--- src/rtl/jtsdram_pkg.sv ---
// Shared types and constants for the SDRAM read/write channel checker.
package jtsdram_pkg;

    typedef enum logic [2:0] {
        ST_IDLE,
        ST_WR_REQ,
        ST_WR_WAIT,
        ST_RD_PRE,
        ST_RD_REQ,
        ST_RD_WAIT,
        ST_DONE
    } state_e;

    // Galois right-shift masks: tap k maps to bit k-1
    localparam logic [15:0] JTSDRAM_TAPS16 = 16'hB400;
    localparam logic [31:0] JTSDRAM_TAPS32 = 32'h8020_0003;

    localparam int JTSDRAM_TOUT_W = 8;

endpackage

--- src/rtl/jtsdram_lfsr.sv ---
// Galois LFSR pattern generator; one step per word, reloadable to the seed.
module jtsdram_lfsr
    import jtsdram_pkg::*;
#(
    parameter int            DW   = 16,
    parameter logic [DW-1:0] SEED = 16'hACE1
) (
    input  logic          clk,
    input  logic          rst,
    input  logic          load_i,
    input  logic          step_i,
    output logic [DW-1:0] val_o
);

    localparam logic [DW-1:0] SEED_NZ = (SEED == '0) ? DW'(1) : SEED;
    localparam logic [DW-1:0] TAPS    = (DW == 32) ? DW'(JTSDRAM_TAPS32) : DW'(JTSDRAM_TAPS16);

    logic [DW-1:0] val_q;

    always_ff @(posedge clk) begin
        if (rst || load_i) begin
            val_q <= SEED_NZ;
        end else if (step_i) begin
            val_q <= (val_q >> 1) ^ (val_q[0] ? TAPS : '0);
        end
    end

    assign val_o = val_q;

endmodule

--- src/rtl/jtsdram_rwchk.sv ---
// SDRAM channel checker: writes an LFSR pattern over a window, reads it back and compares.
// Error logging (err_cnt/err_addr/err_data) is built only when JTSDRAM_ERRLOG_EN is defined.
module jtsdram_rwchk
    import jtsdram_pkg::*;
#(
    parameter int          AW   = 22,
    parameter int          DW   = 16,
    parameter int unsigned LEN  = 1024,
    parameter int unsigned BASE = 0,
    parameter int          MODE = 1,
    parameter logic [31:0] SEED = 32'hACE1,
    parameter int          TOUT = 255
) (
    input  logic            clk,
    input  logic            rst,
    input  logic            start_i,
    output logic [AW-1:0]   addr_o,
    output logic            rd_o,
    output logic            wr_o,
    output logic [DW-1:0]   din_o,
    output logic [DW/8-1:0] din_m_o,
    input  logic            ack_i,
    input  logic            rdy_i,
    input  logic [31:0]     data_read_i,
    output logic            busy_o,
    output logic            done_o,
    output logic            bad_o,
    output logic [7:0]      err_cnt_o,
    output logic [AW-1:0]   err_addr_o,
    output logic [DW-1:0]   err_data_o
);

    localparam int CW = AW + 1;
    localparam logic [AW-1:0] BASE_A = AW'(BASE);
    localparam logic [CW-1:0] LEN_C  = CW'(LEN);
    localparam logic [JTSDRAM_TOUT_W-1:0] TOUT_LIM = JTSDRAM_TOUT_W'(TOUT - 1);

    state_e                    st_q;
    logic [AW-1:0]             addr_q;
    logic [CW-1:0]             cnt_q;
    logic [JTSDRAM_TOUT_W-1:0] tmo_q;
    logic                      rd_q, wr_q, busy_q, done_q, bad_q;
    logic [DW-1:0]             lfsr_val;
    logic start_ok, in_wait, wr_fin, rd_fin, last, miss, tmo_hit;
    logic unused_rd;

    assign start_ok = start_i && (st_q == ST_IDLE || st_q == ST_DONE);
    assign in_wait  = (st_q == ST_WR_WAIT) || (st_q == ST_RD_WAIT);
    // ack+rdy together in REQ completes the access without a WAIT cycle
    assign wr_fin   = rdy_i && (st_q == ST_WR_WAIT || (st_q == ST_WR_REQ && ack_i));
    assign rd_fin   = rdy_i && (st_q == ST_RD_WAIT || (st_q == ST_RD_REQ && ack_i));
    assign last     = (cnt_q + 1'b1) == LEN_C;
    assign miss     = rd_fin && (data_read_i[DW-1:0] != lfsr_val);
    assign tmo_hit  = in_wait && !rdy_i && (tmo_q == TOUT_LIM);
    assign unused_rd = ^data_read_i;

    jtsdram_lfsr #(.DW(DW), .SEED(SEED[DW-1:0])) u_lfsr (
        .clk    (clk),
        .rst    (rst),
        .load_i (start_ok || st_q == ST_RD_PRE),
        .step_i (wr_fin || rd_fin),
        .val_o  (lfsr_val)
    );

    always_ff @(posedge clk) begin
        if (rst) begin
            st_q   <= ST_IDLE;
            addr_q <= BASE_A;
            cnt_q  <= '0;
            tmo_q  <= '0;
            rd_q   <= 1'b0;
            wr_q   <= 1'b0;
            busy_q <= 1'b0;
            done_q <= 1'b0;
            bad_q  <= 1'b0;
        end else begin
            tmo_q <= in_wait ? tmo_q + 1'b1 : '0;
            case (st_q)
                ST_IDLE, ST_DONE: begin
                    if (start_i) begin
                        addr_q <= BASE_A;
                        cnt_q  <= '0;
                        bad_q  <= 1'b0;
                        done_q <= 1'b0;
                        busy_q <= 1'b1;
                        if (MODE == 1) begin
                            st_q <= ST_WR_REQ;
                            wr_q <= 1'b1;
                        end else begin
                            st_q <= ST_RD_PRE;
                        end
                    end
                end
                ST_WR_REQ, ST_WR_WAIT: begin
                    if (wr_fin) begin
                        addr_q <= addr_q + 1'b1;
                        cnt_q  <= cnt_q + 1'b1;
                        st_q   <= last ? ST_RD_PRE : ST_WR_REQ;
                        wr_q   <= !last;
                    end else if (st_q == ST_WR_REQ && ack_i) begin
                        st_q <= ST_WR_WAIT;
                        wr_q <= 1'b0;
                    end else if (tmo_hit) begin
                        st_q   <= ST_DONE;
                        busy_q <= 1'b0;
                        done_q <= 1'b1;
                        bad_q  <= 1'b1;
                    end
                end
                ST_RD_PRE: begin
                    addr_q <= BASE_A;
                    cnt_q  <= '0;
                    st_q   <= ST_RD_REQ;
                    rd_q   <= 1'b1;
                end
                ST_RD_REQ, ST_RD_WAIT: begin
                    if (rd_fin) begin
                        if (miss) bad_q <= 1'b1;
                        addr_q <= addr_q + 1'b1;
                        cnt_q  <= cnt_q + 1'b1;
                        if (last) begin
                            st_q   <= ST_DONE;
                            rd_q   <= 1'b0;
                            busy_q <= 1'b0;
                            done_q <= 1'b1;
                        end else begin
                            st_q <= ST_RD_REQ;
                            rd_q <= 1'b1;
                        end
                    end else if (st_q == ST_RD_REQ && ack_i) begin
                        st_q <= ST_RD_WAIT;
                        rd_q <= 1'b0;
                    end else if (tmo_hit) begin
                        st_q   <= ST_DONE;
                        busy_q <= 1'b0;
                        done_q <= 1'b1;
                        bad_q  <= 1'b1;
                    end
                end
                default: st_q <= ST_IDLE;
            endcase
        end
    end

`ifdef JTSDRAM_ERRLOG_EN
    logic [7:0]    err_cnt_q;
    logic [AW-1:0] err_addr_q;
    logic [DW-1:0] err_data_q;

    // bad_q still low means this is the first failure of the pass
    always_ff @(posedge clk) begin
        if (rst || start_ok) begin
            err_cnt_q  <= '0;
            err_addr_q <= '0;
            err_data_q <= '0;
        end else if (miss) begin
            if (err_cnt_q != 8'hFF) err_cnt_q <= err_cnt_q + 1'b1;
            if (!bad_q) begin
                err_addr_q <= addr_q;
                err_data_q <= data_read_i[DW-1:0];
            end
        end else if (tmo_hit && !bad_q) begin
            err_addr_q <= addr_q;
            err_data_q <= '0;
        end
    end

    assign err_cnt_o  = err_cnt_q;
    assign err_addr_o = err_addr_q;
    assign err_data_o = err_data_q;
`else
    assign err_cnt_o  = '0;
    assign err_addr_o = '0;
    assign err_data_o = '0;
`endif

    assign addr_o  = addr_q;
    assign rd_o    = rd_q;
    assign wr_o    = wr_q;
    assign din_o   = wr_q ? lfsr_val : '0;
    assign din_m_o = '0;
    assign busy_o  = busy_q;
    assign done_o  = done_q;
    assign bad_o   = bad_q;

endmodule

--- config.mk ---
export PLATFORM = sky130hd
export DESIGN_NAME = jtsdram_rwchk
export DESIGN_NICKNAME = d
export VERILOG_FILES = /design/src/rtl/jtsdram_pkg.sv /design/src/rtl/jtsdram_lfsr.sv /design/src/rtl/jtsdram_rwchk.sv
export SDC_FILE = /design/constraint.sdc
export NUM_CORES = 1
export LEC_CHECK = 0
export CORE_MARGIN = 3
export CORE_UTILIZATION = 49
export DETAILED_ROUTE_END_ITERATION = 8
export PLACE_DENSITY = 0.78
export SLEW_MARGIN = 0
export SYNTH_ARGS = -nofsm -noshare
export SYNTH_HDL_FRONTEND = slang
export SYNTH_HIERARCHICAL = 1
export SYNTH_SLANG_ARGS = --single-unit
--- constraint.sdc ---
create_clock -name clk -period 2.65 [get_ports clk]
set_input_delay 0.3975 -clock clk [delete_from_list [all_inputs] [get_ports clk]]
set_output_delay 0.3975 -clock clk [all_outputs]
set_load 0.01 [all_outputs]
# Yosys cells after proc, flatten, opt, wreduce, memory -nomap -nowiden
# Index checks and enable logic that the tools add are counted.
totals:
  regBits: 77
  inputBits: 37
  output_inout_bits: 91
  wordCells: 114
op_classes:
  addsub: 3
  n_eq_ne: 19
  n_mux: 49
  n_bitwise: 2
  n_reduce_logical: 31
op_table:
  columns: ["operator", "count"]
  rows:
  - ["$pmux 23 s4", 1]
  - ["$pmux 22 s4", 1]
  - ["$mux 23", 3]
  - ["$mux 22", 3]
  - ["$mux 16", 2]
  - ["$mux 1", 25]
  - ["$add 23x1->23 const B", 1]
  - ["$eq 23x11->1 const B", 1]
  - ["$add 22x1->22 const B", 1]
  - ["$mux 3", 6]
  - ["$ne 16x16->1", 1]
  - ["$xor 15x16->16", 1]
  - ["$ne 3x3->1 const B", 5]
  - ["$pmux 3 s4", 1]
  - ["$reduce_and 6->1", 2]
  - ["$ne 2x2->1 const B", 5]
  - ["$eq 3x3->1 const B", 3]
  - ["$pmux 1 s3", 3]
  - ["$add 8x1->8 const B", 1]
  - ["$eq 8x8->1 const B", 1]
  - ["$logic_and 1x1->1", 8]
  - ["$reduce_or 2->1", 4]
  - ["$logic_or 1x1->1", 7]
  - ["$eq 3x2->1 const B", 2]
  - ["other kinds (12)", 16]

# Longest topological paths before layout
depth:
  depth_word: 8
  mapped_depth: 10
  ltp_nobuf: 8

# Modules after synthesis
# Netlist, hierarchy kept.
by_module_without_submodules:
  columns: ["mod", "n_inst", "cells_each", "area_each_um2"]
  rows:
  - ["jtsdram_rwchk", 1, 521, 4103.9]
  - ["jtsdram_lfsr", 1, 57, 624.3]

# Least setup slack after synthesis
# OpenSTA, ideal clock, no wires.
synth_timing:
  path_type: "reg2reg"
  from: "reg cnt_q[0]"
  to: "reg wr_q, in the netlist wr_o"
  arrival_time_ps: 2063
  setup_slack_ps: 453
  stages_incl_launch_ff: 9
  period_less_slack_ps: 2197
  path_cell_list: "dfxtp_1 -> ha_1 -> nand4_1 -> nor4_2 -> nand4_1 -> a32oi_1 -> nand4_2 -> a211oi_2 -> a211oi_1"
synth_between:
  elab_chain_cells: 5
synth_rtl:
  columns: ["item", "line_no", "source"]
  rows:
  - ["from (decl)", "jtsdram_rwchk.sv:40", "logic [CW-1:0] cnt_q;"]
  - ["from (signal assigned)", "jtsdram_rwchk.sv:97", "cnt_q <= cnt_q + 1'b1;"]
  - ["from (signal assigned)", "jtsdram_rwchk.sv:120", "cnt_q <= cnt_q + 1'b1;"]
  - ["$add 23x1->23", "jtsdram_rwchk.sv:52", "assign last = (cnt_q + 1'b1) == LEN_C;"]
  - ["$eq 23x11->1", "jtsdram_rwchk.sv:52", null]
  - ["$logic_not 1->1", "jtsdram_rwchk.sv:99", "wr_q <= !last;"]
  - ["$mux 1", "jtsdram_rwchk.sv:95", "if (wr_fin) begin"]
  - ["$pmux 1 s2", "jtsdram_rwchk.sv:78", "case (st_q)"]
  - ["to (signal assigned)", "jtsdram_rwchk.sv:99", null]
  - ["to (decl)", "jtsdram_rwchk.sv:42", "logic rd_q, wr_q, busy_q, done_q, bad_q;"]
# Every way passes these cells.
# A chain may end at the register's enable or synchronous reset.

# Final worst setup path
layout_timing:
  from: "reg cnt_q[5]"
  to: "reg wr_q, in the netlist wr_o"
# The elaborated chain is that of the path after synthesis.

==> out/summary.log <==
qor: timing.unrepaired_setup_endpoints_after_global_routing false
qor: hold_path.worst_hold_startpoint tmo_q[0]$_SDFF_PP0_
qor: global_route.sum_of_overflow_across_all_layers_after_global_routing 0
qor: power_and_ir_drop.powerDensity 410 mW/mm2
qor: synth.synth_top_cells_by_area sky130_fd_sc_hd__dfxtp_1 33%, sky130_fd_sc_hd__buf_4 7.8%, sky130_fd_sc_hd__xor2_1 6.5%
qor: synth.syn_inst_count 578
qor: timing.period_minus_slack 2.45 ns
qor: clocking.worstSkewPairLatency 0.35 ns
qor: synth.yosysWarningCount 6
qor: critical_path.r2r-end wr_o$_SDFFE_PP0P_
qor: clocking.cts_inserted_buffers 9
qor: timing.slew_viol_final 0
qor: synth.ys_seq_area_share 32.6%
qor: clocking.h-tree-depth 3
qor: timing.share_of_the_clock_period_used_by_the_worst_path 92.5%
qor: route.route.detailed.vias_per_inst 5.38
qor: hold_path.min_delay_worst_endpoint tmo_q[0]$_SDFF_PP0_
qor: synth.netlist-cell-type-count 65
qor: placement.replace_congestion 0.889
qor: synth.top_flip_flop_cell_by_instance_count_after_synthesis sky130_fd_sc_hd__dfxtp_1
qor: route.postRouteAntennaNets 0
qor: die.start_util 50.7%
qor: clocking.clock_sinks 77
qor: critical_path.critical_path_peak_fanout 8
qor: die.ios 128
qor: job.cap_viol_max_count 0
qor: status.status finished, final reports clean
qor: hold_path.timing.hold.worst.class reg -> reg
qor: layout.final_nets 687
qor: critical_path.register_to_register_setup_slack 0.20 ns
qor: clocking.clk_root_buffer_cell sky130_fd_sc_hd__clkbuf_8
qor: synth.synthArstFlopShare 0%
qor: die.overall_die_area 0.0109 mm2
qor: clocking.clk_pin_slew_worst_paths 0.08 ns
qor: global_route.antenna_found_initial 0
qor: timing.worst-slew-pin-transition 0.518 ns
qor: synth.mean_syn_cell_area 8.18 um2
qor: power_and_ir_drop.p_total 2.28 mW
qor: layout.drive_above_1_share 9.54%
qor: placement.dp_wirelength 7830 um
qor: clocking.clock_tree_from_tritoncts yes
qor: placement.place.port_buffers 63
qor: power_and_ir_drop.static-leakage-power 2.04 nW
qor: timing.setup_total_negative_slack 0 ns
qor: timing.setup_violations 0
qor: global_route.grt_first_pass_wirelength 18,100 um
qor: route.detail_route.wl_per_cell 13.8 um
qor: critical_path.critical_path_arrival 2.68 ns
qor: synth.fraction_of_post_synthesis_cell_area_in_the_top_cell_type_by_area 32.6%
qor: route.drc_viols 0
qor: layout.antenna_cells_inserted 0
qor: die.row_count 35
qor: timing.hold_viol 0
qor: route.drt_pre_antenna_iters 4
qor: synth.synth_edf_count 0
qor: route.drt_iter0_markers 254
qor: synth.synth_seq_cells 77
qor: layout.finish.utilization 59.6%
qor: global_route.global_route_total_usage_across_every_layer 19.6%
qor: critical_path.critical_path_sink_type register
qor: die.chipHeight 104 um
qor: critical_path.critPathKind reg -> reg
qor: timing.relSlewSlack 65.3%
qor: die.chipWidth 104 um
qor: layout.area_growth 17.6%
qor: layout.n_fill_cell 867
qor: synth.library_cell_occupying_the_most_area_in_the_post_synthesis_netlist sky130_fd_sc_hd__dfxtp_1
qor: global_route.grt_pass1_vias 3,936
qor: critical_path.reg2reg_from cnt_q[5]$_SDFFE_PP0P_
qor: layout.final-seq-area 0.00154 mm2
qor: route.detail_route.wirelength 10,800 um
qor: clocking.clk_path_buf_depth 2
qor: global_route.pin_count_of_the_biggest_net_entering_global_routing 41
qor: power_and_ir_drop.vdd_ir_drop_max 0.315 mV
qor: layout.multiInputGateArea 0.00281 mm2
qor: critical_path.cp_data_required_time 2.88 ns
qor: critical_path.critical_path.startpoint_type register
qor: critical_path.crit_start cnt_q[5]$_SDFFE_PP0P_
qor: synth.netlist_area 0.00473 mm2
qor: die.coreArea 0.00933 mm2
qor: critical_path.worst_r2r_path_depth 7
qor: route.dr_total_vias 4,188
qor: hold_path.hold-path-cell-count 1
qor: timing.clock-skew-final 0.0128 ns
qor: timing.fmaxAchievable 408 MHz
[cells in the final DEF, fill, tap and decap left out, drive strengths merged, types with 5 or more instances in the layout]
cell / count
nor4: 12
inv: 11
or3: 12
a21oi: 36
a211oi: 7
and2: 19
and3: 13
dfxtp: 77
nand4: 22
nand2: 40
nor3: 16
xnor2: 15
xor2: 35
conb: 48
nand3: 14
buf: 24
clkdlybuf4s50: 63
or2: 5
o21ai: 28
mux2i: 15
clkbuf: 11
a31oi: 6
nor2: 64
[worst max-delay path, stage by stage, from the launching register on]
cell	delay [ns]
sky130_fd_sc_hd__dfxtp_1	0.51
sky130_fd_sc_hd__nand4_4	0.21
sky130_fd_sc_hd__or4_1	0.61
sky130_fd_sc_hd__xor2_1	0.18
sky130_fd_sc_hd__and4_4	0.26
sky130_fd_sc_hd__nand4_2	0.15
sky130_fd_sc_hd__a211oi_2	0.31
sky130_fd_sc_hd__a211oi_1	0.10
[repair_timing]
item | in CTS | in global routing
buffers inserted | 0 | 0
endpoints found under the hold margin | 0 | 0
endpoints found under the setup margin | 0 | 2
resized for setup | 0 | 1
hold buffers | 0 | 0
[through the flow]
stage               cells  area, um2  hold slack, ns  worst slack, ns
CTS                   779       5550           0.506            0.227
finish                779       5560           0.487            0.199
floorplan             625       4900           0.430            0.453
global route          779       5560           0.536           0.0256
global placement      764       5380           0.445            0.125
detailed placement    764       5380           0.488           0.0623
[cells by family after synthesis]
| kind of cell | count (synthesis) | share of synthesized area [%] |
|---|---|---|
| compound gates | 104 | 14.4 |
| xor+xnor | 50 | 9.26 |
| fa+ha+maj | 4 | 1.06 |
| buf+inv | 88 | 11.8 |
| flops | 77 | 32.6 |
| mux | 15 | 3.18 |
| other cells | 1 | 0.0793 |
| simple gates | 239 | 27.6 |
[cell usage after synthesis (10+ instances only)]
| master | instances |
|---|---|
| sky130_fd_sc_hd__and3_1 | 12 |
| sky130_fd_sc_hd__inv_1 | 11 |
| sky130_fd_sc_hd__xor2_1 | 35 |
| sky130_fd_sc_hd__a21oi_1 | 36 |
| sky130_fd_sc_hd__xnor2_1 | 15 |
| sky130_fd_sc_hd__nand4_1 | 19 |
| sky130_fd_sc_hd__clkbuf_1 | 19 |
| sky130_fd_sc_hd__nor2_1 | 64 |
| sky130_fd_sc_hd__nand2_1 | 40 |
| sky130_fd_sc_hd__or3_1 | 10 |
| sky130_fd_sc_hd__nor3_1 | 15 |
| sky130_fd_sc_hd__buf_4 | 49 |
| sky130_fd_sc_hd__o21ai_0 | 28 |
| sky130_fd_sc_hd__dfxtp_1 | 77 |
| sky130_fd_sc_hd__nand3_1 | 12 |
| sky130_fd_sc_hd__nor4_1 | 10 |
| sky130_fd_sc_hd__mux2i_1 | 15 |
| sky130_fd_sc_hd__and2_1 | 19 |
[how the worst max path moves through the flow]
| stage | endpoint |
|---|---|
| global route | wr_o$_SDFFE_PP0P_ |
| floorplan | wr_o$_SDFFE_PP0P_ |
| finish | wr_o$_SDFFE_PP0P_ |
| CTS | wr_o$_SDFFE_PP0P_ |
| global placement | addr_o[21]$_SDFFE_PP0P_ |
| detailed placement | addr_o[21]$_SDFFE_PP0P_ |
[routing by layer]
layer  vias to the layer above  part of all wire, %  wire [um]  global-route usage (%)
met5                         -                    0          0                       0
met4                         0                  1.6        176                    6.93
met3                        13                  6.1        652                    4.84
met2                       131                   48       5110                    33.0
met1                      1969                   45       4820                    24.5
li1                       2075                    -          -                       -
[flip-flops by register name, indices dropped and copies added (netlist names)]
register,cells
cnt_q,23
addr_o,22
u_lfsr/val_o,16
tmo_q,8
st_q,3
bad_o,1
busy_o,1
done_o,1
rd_o,1
wr_o,1
[report_power, final]
group	switching [mW]	internal, mW
Sequential	0.0237	1.17
Clock	0.419	0.357
Combinational	0.173	0.140
[cell type report]
| cell class | count | share of cell area, % |
|---|---|---|
| tap | 129 | 2.90 |
| inverter | 11 | 0.743 |
| timing repair buffer | 87 | 15.0 |
| clock inverter | 4 | 0.450 |
| clock buffer | 11 | 2.54 |
| sequential | 77 | 27.7 |
| multi-input combinational | 460 | 50.6 |
No activity file was read; power rests on OpenSTA's default activity.
